==> config.mk <==
export PLATFORM = sky130hd
export DESIGN_NAME = icache_responder_flat
export DESIGN_NICKNAME = d
export VERILOG_FILES = /design/src/rtl/icache_responder_if.sv /design/src/rtl/icache_responder.sv /design/src/flat_wrapper.sv
export SDC_FILE = /design/constraint.sdc
export NUM_CORES = 1
export LEC_CHECK = 0
export ABC_AREA = 0
export ABC_CLOCK_PERIOD_IN_PS = 5130
export CORE_UTILIZATION = 54
export DETAILED_ROUTE_END_ITERATION = 12
export DONT_BUFFER_PORTS = 1
export HOLD_SLACK_MARGIN = 0.15
export PLACE_DENSITY = 0.76
export SLEW_MARGIN = 0
export SYNTH_ARGS = -nofsm -noshare
export SYNTH_HDL_FRONTEND = slang
export SYNTH_SLANG_ARGS = --single-unit
==> constraint.sdc <==
create_clock -name CLK -period 5.13 [get_ports CLK]
set_clock_uncertainty 0.05 [all_clocks]
set_input_delay 1.026 -clock CLK [delete_from_list [all_inputs] [get_ports CLK]]
set_output_delay 1.026 -clock CLK [all_outputs]
set_load 0.01 [all_outputs]
==> src/rtl/icache_responder_if.sv <==
`default_nettype none
// ============================================================================
//  Module      : icache_responder_if
//  Description : Fetch-port and fill-port signal bundle for icache_responder.
//                slave  = the cache itself.
//                master = its environment (datapath fetch stage plus the
//                         RAM/arbiter that answers fills).
//  Revision    : 1.0  initial release
// ============================================================================
interface icache_responder_if;
    logic        imemREN;
    logic [31:0] imemaddr;
    logic        ihit;
    logic [31:0] imemload;
    logic        iREN;
    logic [31:0] iaddr;
    logic [31:0] iload;
    logic        iwait;

    modport slave (
        input  imemREN, imemaddr, iload, iwait,
        output ihit, imemload, iREN, iaddr
    );

    modport master (
        output imemREN, imemaddr, iload, iwait,
        input  ihit, imemload, iREN, iaddr
    );
endinterface
`default_nettype wire

==> src/rtl/icache_responder.sv <==
`default_nettype none
// ============================================================================
//  Module      : icache_responder
//  Description : Direct-mapped, read-only, one-word-per-frame instruction
//                cache. Hits answer combinationally in IDLE; misses are
//                filled one word at a time through a blocking iREN/iwait
//                handshake, then the lookup is replayed in IDLE.
//                Optional macro ICACHE_STATS_EN adds saturating hit/miss
//                counters as extra outputs.
//  Revision    : 1.0  initial release
// ============================================================================
module icache_responder #(
    parameter int SETS = 16
) (
    input  logic              CLK,
    input  logic              RST,
    icache_responder_if.slave bus
`ifdef ICACHE_STATS_EN
    ,
    output logic [31:0]       hit_count,
    output logic [31:0]       miss_count
`endif
);

    localparam int IDX_W = $clog2(SETS);
    localparam int TAG_W = 30 - IDX_W;

    typedef enum logic [0:0] {
        IDLE  = 1'b0,
        FETCH = 1'b1
    } state_t;

    state_t            state_q, state_d;
    logic [31:0]       miss_addr_q, miss_addr_d;
    logic              iren_q, iren_d;
    logic [SETS-1:0]   valid_q, valid_d;

    // Tag/data storage carries no reset: valid_q alone qualifies every entry.
    logic [TAG_W-1:0]  tag_mem_q  [SETS];
    logic [31:0]       data_mem_q [SETS];

    logic [IDX_W-1:0]  req_idx;
    logic [TAG_W-1:0]  req_tag;
    logic [IDX_W-1:0]  fill_idx;
    logic [TAG_W-1:0]  fill_tag;
    logic              lookup_hit;
    logic              fill_en;
    logic              unused_addr_bits;

    assign req_idx  = bus.imemaddr[IDX_W+1:2];
    assign req_tag  = bus.imemaddr[31:IDX_W+2];
    assign fill_idx = miss_addr_q[IDX_W+1:2];
    assign fill_tag = miss_addr_q[31:IDX_W+2];

    // Byte offset within the word never takes part in lookup or fill.
    assign unused_addr_bits = ^bus.imemaddr[1:0];

    // Lookup only happens in IDLE, so a fill can never race a read.
    always_comb begin
        lookup_hit   = (state_q == IDLE) && bus.imemREN && valid_q[req_idx]
                       && (tag_mem_q[req_idx] == req_tag);
        bus.ihit     = lookup_hit;
        bus.imemload = lookup_hit ? data_mem_q[req_idx] : 32'h0;
        bus.iREN     = iren_q;
        bus.iaddr    = iren_q ? miss_addr_q : 32'h0;
        fill_en      = (state_q == FETCH) && !bus.iwait && !RST;
    end

    // Next-state: a miss latches its word address; the fill retires on the
    // first FETCH cycle with iwait low, regardless of what imemaddr does.
    always_comb begin
        state_d     = state_q;
        miss_addr_d = miss_addr_q;
        valid_d     = valid_q;
        case (state_q)
            IDLE: begin
                if (bus.imemREN && !lookup_hit) begin
                    miss_addr_d = {bus.imemaddr[31:2], 2'b00};
                    state_d     = FETCH;
                end
            end
            FETCH: begin
                if (!bus.iwait) begin
                    valid_d[fill_idx] = 1'b1;
                    state_d           = IDLE;
                end
            end
            default: state_d = IDLE;
        endcase
        iren_d = (state_d == FETCH);
    end

    // Control state and the registered fill request.
    always_ff @(posedge CLK) begin
        if (RST) begin
            state_q     <= IDLE;
            miss_addr_q <= 32'h0;
            iren_q      <= 1'b0;
            valid_q     <= '0;
        end else begin
            state_q     <= state_d;
            miss_addr_q <= miss_addr_d;
            iren_q      <= iren_d;
            valid_q     <= valid_d;
        end
    end

    // Fill write: the frame is overwritten unconditionally (no dirty state).
    always_ff @(posedge CLK) begin
        if (fill_en) begin
            tag_mem_q[fill_idx]  <= fill_tag;
            data_mem_q[fill_idx] <= bus.iload;
        end
    end

`ifdef ICACHE_STATS_EN
    logic [31:0] hit_count_q, hit_count_d;
    logic [31:0] miss_count_q, miss_count_d;

    // Saturating event counters: hits per IDLE hit cycle, misses per
    // IDLE->FETCH transition.
    always_comb begin
        hit_count_d  = hit_count_q;
        miss_count_d = miss_count_q;
        if (lookup_hit && (hit_count_q != 32'hFFFF_FFFF)) begin
            hit_count_d = hit_count_q + 32'd1;
        end
        if ((state_q == IDLE) && (state_d == FETCH)
            && (miss_count_q != 32'hFFFF_FFFF)) begin
            miss_count_d = miss_count_q + 32'd1;
        end
    end

    // Counter registers.
    always_ff @(posedge CLK) begin
        if (RST) begin
            hit_count_q  <= 32'h0;
            miss_count_q <= 32'h0;
        end else begin
            hit_count_q  <= hit_count_d;
            miss_count_q <= miss_count_d;
        end
    end

    assign hit_count  = hit_count_q;
    assign miss_count = miss_count_q;
`endif

endmodule
`default_nettype wire

==> src/flat_wrapper.sv <==
// flat-port wrapper written by rule: the top's interface ports become plain ports
module icache_responder_flat 
#(
    parameter int SETS = 16
)
  (CLK, RST, bus_imemREN, bus_imemaddr, bus_iload, bus_iwait, bus_ihit, bus_imemload, bus_iREN, bus_iaddr);
  icache_responder_if bus_i ();
  input  logic CLK;
  input  logic RST;
  input wire logic [$bits(bus_i.imemREN)-1:0] bus_imemREN;
  input wire logic [$bits(bus_i.imemaddr)-1:0] bus_imemaddr;
  input wire logic [$bits(bus_i.iload)-1:0] bus_iload;
  input wire logic [$bits(bus_i.iwait)-1:0] bus_iwait;
  output wire logic [$bits(bus_i.ihit)-1:0] bus_ihit;
  output wire logic [$bits(bus_i.imemload)-1:0] bus_imemload;
  output wire logic [$bits(bus_i.iREN)-1:0] bus_iREN;
  output wire logic [$bits(bus_i.iaddr)-1:0] bus_iaddr;
  assign bus_i.imemREN = bus_imemREN;
  assign bus_i.imemaddr = bus_imemaddr;
  assign bus_i.iload = bus_iload;
  assign bus_i.iwait = bus_iwait;
  assign bus_ihit = bus_i.ihit;
  assign bus_imemload = bus_i.imemload;
  assign bus_iREN = bus_i.iREN;
  assign bus_iaddr = bus_i.iaddr;
  icache_responder #(.SETS(SETS)) u_core (.CLK(CLK), .RST(RST), .bus(bus_i));
endmodule
After elaboration in Yosys (flattened, before gate mapping)
Memories as Yosys holds them, arrays and structs flattened.
Index checks and enable logic that the tools add are counted.
{"block": "word_totals", "in_bits": 68, "memories": 2, "reg_bits": 47, "ram_bits": 928}
{"block": "op_classes", "bitwise_logic": 3, "n_eq_ne": 1, "n_lt_le_gt_ge": 3, "n_reduce_logical": 12, "mux": 11}
{"memory": "u_core.data_mem_q", "depth": 16, "word_bits": 32, "read_ports": 1, "rd_ports_with_merged_regs": 0, "write_ports": 1, "line": "icache_responder.sv:40", "text": "logic [31:0] data_mem_q [SETS];"}
{"memory": "u_core.tag_mem_q", "depth": 16, "word_bits": 26, "read_ports": 1, "rd_ports_with_merged_regs": 0, "write_ports": 1, "line": "icache_responder.sv:39", "text": "logic [TAG_W-1:0] tag_mem_q [SETS];"}
{"cell": "32-bit 2-to-1 mux", "count": 2}
{"cell": "26-bit == test", "count": 1}
{"cell": "16-bit bitwise OR", "count": 1}
{"cell": "4-bit by 5-bit < comparator with 1-bit output (second input constant)", "count": 2}
{"cell": "1-bit logical AND", "count": 7}
{"cell": "1-bit 2-to-1 mux", "count": 6}
{"cell": "1-bit binary-select mux with 4-bit select", "count": 1}
{"cell": "1-bit demux with 4-bit select", "count": 1}
{"cell": "4-bit by 1-bit >= comparator with 1-bit output (second input constant)", "count": 1}
{"cell": "2-bit AND reduction", "count": 2}
{"cell": "1-bit logical NOT", "count": 3}
{"cell": "1-bit inverter", "count": 2}
{"cell": "1-bit case mux with 2 select lines", "count": 1}

Logic depth before layout (Yosys ltp)
{"block": "logic_depth", "ltp_word": 8, "mapped_depth": 14, "depth_no_buf": 8}

Worst setup path before layout
OpenSTA, ideal clock, no wires.
{"block": "synth_timing", "path_kind": "input to register", "startpoint": "in RST", "endpoint": "mem u_core.data_mem_q[0][0] (enable)", "n_path_buf": 2, "t_required_ns": 4.606, "path_stages": 5, "setup_slack_ns": 0.465, "arrival_time_ns": 4.141, "cell_sequence": "buf_6 > nor4b_1 > nand2b_1 > clkbuf_1 > nor2_1"}
{"block": "synth_between", "elab_chain_len": 4}
{"item": "start, declared", "line": "flat_wrapper.sv:9", "text": "input logic RST;"}
{"item": "1-bit logical NOT", "line": "icache_responder.sv:66", "text": "fill_en = (state_q == FETCH) && !bus.iwait && !RST;"}
{"item": "1-bit logical AND", "line": "icache_responder.sv:66"}
{"item": "1-bit 2-to-1 mux", "line": "icache_responder.sv:110", "text": "if (fill_en) begin"}
{"item": "1-bit 2-to-1 mux (implied by the code)", "line": "icache_responder.sv:112", "text": "data_mem_q[fill_idx] <= bus.iload;"}
{"item": "end, declared", "line": "icache_responder.sv:40"}
No other way between the ends.

Worst setup path in the final report
{"block": "layout_timing", "startpoint": "in bus_imemaddr[2]", "endpoint": "out bus_imemload[15]"}
{"block": "layout_between", "elab_chain_len": 5}
{"item": "start, declared", "line": "flat_wrapper.sv:11", "text": "input wire logic [$bits(bus_i.imemaddr)-1:0] bus_imemaddr;"}
{"item": "parallel branches: the longest is 4 deep, another holds memory read 16 x 26 bit"}
{"item": "32-bit 2-to-1 mux (*)", "line": "icache_responder.sv:63", "text": "bus.imemload = lookup_hit ? data_mem_q[req_idx] : 32'h0;"}
{"item": "end, declared", "line": "flat_wrapper.sv:15", "text": "output wire logic [$bits(bus_i.imemload)-1:0] bus_imemload;"}
Mark *: on every way between the ends. The select of a mux whose other input is x is not followed.

==> impl_metrics.py <==
metrics = {
    "status": {
        "status": "complete, but fails checks",
        "violations": "negative setup slack",
    },
    "timing": {
        "hold_viol_final": 0,
        "tightest_slew_ns": 1.19,
        "period_needed_ns": 5.14,
        "rsz0062_at_grt": "no",
        "fmax_mhz": 195,
        "slew_viol_final": 0,
        "fin_crit_sh_pct": 100,
        "setup_viol": 1,
        "relSlewSlack_pct": 20.4,
        "setup_slack_ns": -0.00759,
    },
    "finish": {
        "mostFrequentLayoutCell": "edfxtp_1",
        "fillers": 4896,
        "utilization_pct": 60.3,
        "layout-drive-gt1-share_pct": 25.0,
        "final_nets": 1959,
        "multi_input_area_um2": 9570,
        "finalNonFillerCells": 2918,
        "seqCellArea_um2": 28800,
        "n_antenna_cell": 0,
        "area_delta_synth_final_pct": 10.4,
        "layout_common_cells": "edfxtp_1 (928), mux4_2 (256), clkbuf_16 (97)",
    },
    "global_route": {
        "grt_use_total_pct": 24.5,
        "grt_first_pass_wirelength_um": 131000,
        "grt-ovfl-total": 0,
        "grt_max_degree": 220,
        "antenna_found_initial": 0,
        "grt_pass1_vias": 19900,
    },
    "floorplanning": {
        "die_width_um": 271,
        "num_rows": 98,
        "die_h_um": 271,
        "start_util_pct": 54.6,
        "die_area_um2": 73500,
        "ios": 134,
        "core_um2": 71600,
    },
    "flow_run": {
        "cap_viol_max_count": 0,
    },
    "cts": {
        "clock-sinks": 975,
        "insertion_delay_ns": 0.66,
        "cts.clk_slew.worst_paths_ns": 0.06,
        "root_buffer": "clkbuf_16",
        "cts_buffers": 95,
        "cts.repair.resized": 0,
        "clk_path_buf_depth": 3,
        "cts_tree": "built",
        "htreeDepth": 3,
        "holdBufCountCts": 0,
        "post_cts_buffers": 0,
    },
    "yosys": {
        "synth_enable_flop_cells": 928,
        "ys_types": 66,
        "avgSynthCellArea_um2": 20.9,
        "async_flop_share_pct": 0,
        "yosys_warnings": 0,
        "synthesis.area_um2": 39100,
        "synthCells": 1875,
        "ys_ff_latch": 975,
        "ys_seq_area_share_pct": 73.6,
        "ys.flop_type": "edfxtp_1",
    },
    "placed_design": {
        "dpl.cell_count": 2744,
        "hpwl_um": 43600,
        "port_buffers": 0,
        "dpl_worst_slack_ns": 0.429,
        "place_congestion": 0.800,
    },
    "routing": {
        "routed.top_layer": "met4",
        "dr.pass1.iters": 5,
        "met2WireLength_um": 44200,
        "vias_per_cell": 6.61,
        "num_vias": 19300,
        "drt_wl_total_um": 89600,
        "wl_met1_um": 34800,
        "postRouteAntennaNets": 0,
        "dr_wl_met3_um": 8000,
        "drc_errors": 0,
        "drtIter0Drc": 2158,
        "wl_per_cell_um": 30.7,
    },
    "worst_setup_path": {
        "crit_type": "in2out",
        "critPathLaunchType": "input port",
        "end_kind": "primary output",
        "worst_r2r_path_depth": 9,
        "worstReg2RegEnd": "u_core.miss_addr_q[23]",
        "r2r_setup_slack_ns": 1.71,
        "crit_fanout": 219,
        "cp.arrival_ns": 4.06,
        "rr_startpoint": "u_core.tag_mem_q[11][19]",
        "required_ns": 4.05,
    },
    "worst_hold_path": {
        "hp-class": "in2reg",
        "min_path_cells": 0,
        "hp-start": "bus_iload[17]",
        "whs_endpoint": "u_core.data_mem_q[10][17]",
    },
    "pwr": {
        "p_leak_nw": 13.6,
        "p_per_area_nw_per_um2": 384,
        "vdd_ir_drop_max_v": 0.000316,
    },
}
-- cell usage after synthesis, drive strengths merged, types with 2 or more instances --
cell / number / area, um^2
nand4b: 29 / 254
a221oi: 3 / 38.8
mux4: 264 / 5980
and2: 32 / 200
xnor2: 32 / 280
dlygate4sd3: 2 / 20.0
nand2: 48 / 180
nor4: 7 / 65.1
buf: 54 / 440
a2111oi: 2 / 17.5
or4: 7 / 52.6
edfxtp: 928 / 27900
nand4: 40 / 250
nor2b: 57 / 357
o22a: 2 / 17.5
clkbuf: 63 / 338
a22oi: 4 / 30.0
and3: 4 / 25.0
dlygate4sd1: 2 / 17.5
a22o: 2 / 17.5
mux2i: 50 / 500
inv: 19 / 71.3
or4b: 29 / 290
xor2: 2 / 17.5
dfxtp: 47 / 941
o22ai: 19 / 119
nor3: 10 / 50.1
nor2: 24 / 90.1
o21ai: 7 / 35.0
mux2: 5 / 56.3
nand3: 36 / 180
nand2b: 10 / 62.6
and2b: 11 / 92.6
a21oi: 5 / 25.0
-- through the flow --
stage / power [mW] / instance area (um^2) / hold slack [ns] / setup TNS [ns]
after floorplan: 9.63 / 39100 / 0.399 / 0
after global placement: 9.67 / 40100 / 0.402 / 0
after detailed placement: 9.70 / 40100 / 0.410 / 0
after CTS: 16.6 / 43200 / 0.365 / 0
after global routing: 17.0 / 43200 / 0.364 / 0
final: 16.6 / 43200 / 0.399 / -0.00759
-- power by group --
group | total (mW) | internal [mW] | switching, mW
clock network | 7.03 | 4.00 | 3.03
logic | 0.579 | 0.326 | 0.253
registers | 8.96 | 8.83 | 0.136
total | 16.6 | 13.2 | 3.42
-- metal layers --
metal,GRT usage (%),vias to the layer above
li1,-,7830
met1,33.8,10200
met2,39.8,1040
met3,4.96,191
met4,7.88,0
met5,0,-
-- state kept, by name (all words and copies together), names as in the netlist --
name,flops
u_core.data_mem_q,512
u_core.miss_addr_q,30
u_core.state_q,1
u_core.tag_mem_q,416
u_core.valid_q,16
-- worst max-delay path: stages --
cell       delay (ns)
mux4_2           0.74
and4_1           0.21
a2111oi_0        0.68
nand3_1          0.26
nand4_1          0.15
nor4_1           0.07
nand2_2          0.14
buf_12           0.25
nor2b_1          0.14
-- final cells by class --
cell class	count	share of cell area [%]
clock buffer	119	5.81
clock inverter	55	1.42
inverter	20	0.180
multi-input combinational	760	22.1
sequential	975	66.7
tap	950	2.75
timing repair buffer	39	1.03
-- cell families after synthesis --
kind of cell	share of synthesized area, %
compound gates	0.985
xor+xnor	0.761
buf+inv	2.28
flops	73.6
mux	16.7
other cells	0.00958
simple gates	5.65
-- how the worst max path moves through the flow --
stage                     from  depth (start not counted)                       to
2_1_floorplan              RST                          5  u_core.data_mem_q[0][0]
3_3_place_gp   bus_imemaddr[3]                          9         bus_imemload[22]
3_5_place_dp   bus_imemaddr[3]                          9         bus_imemload[15]
4_1_cts        bus_imemaddr[3]                          9         bus_imemload[30]
5_1_grt        bus_imemaddr[3]                          9         bus_imemload[15]
6_report       bus_imemaddr[2]                          9         bus_imemload[15]
(Power assumes the default switching activity.)
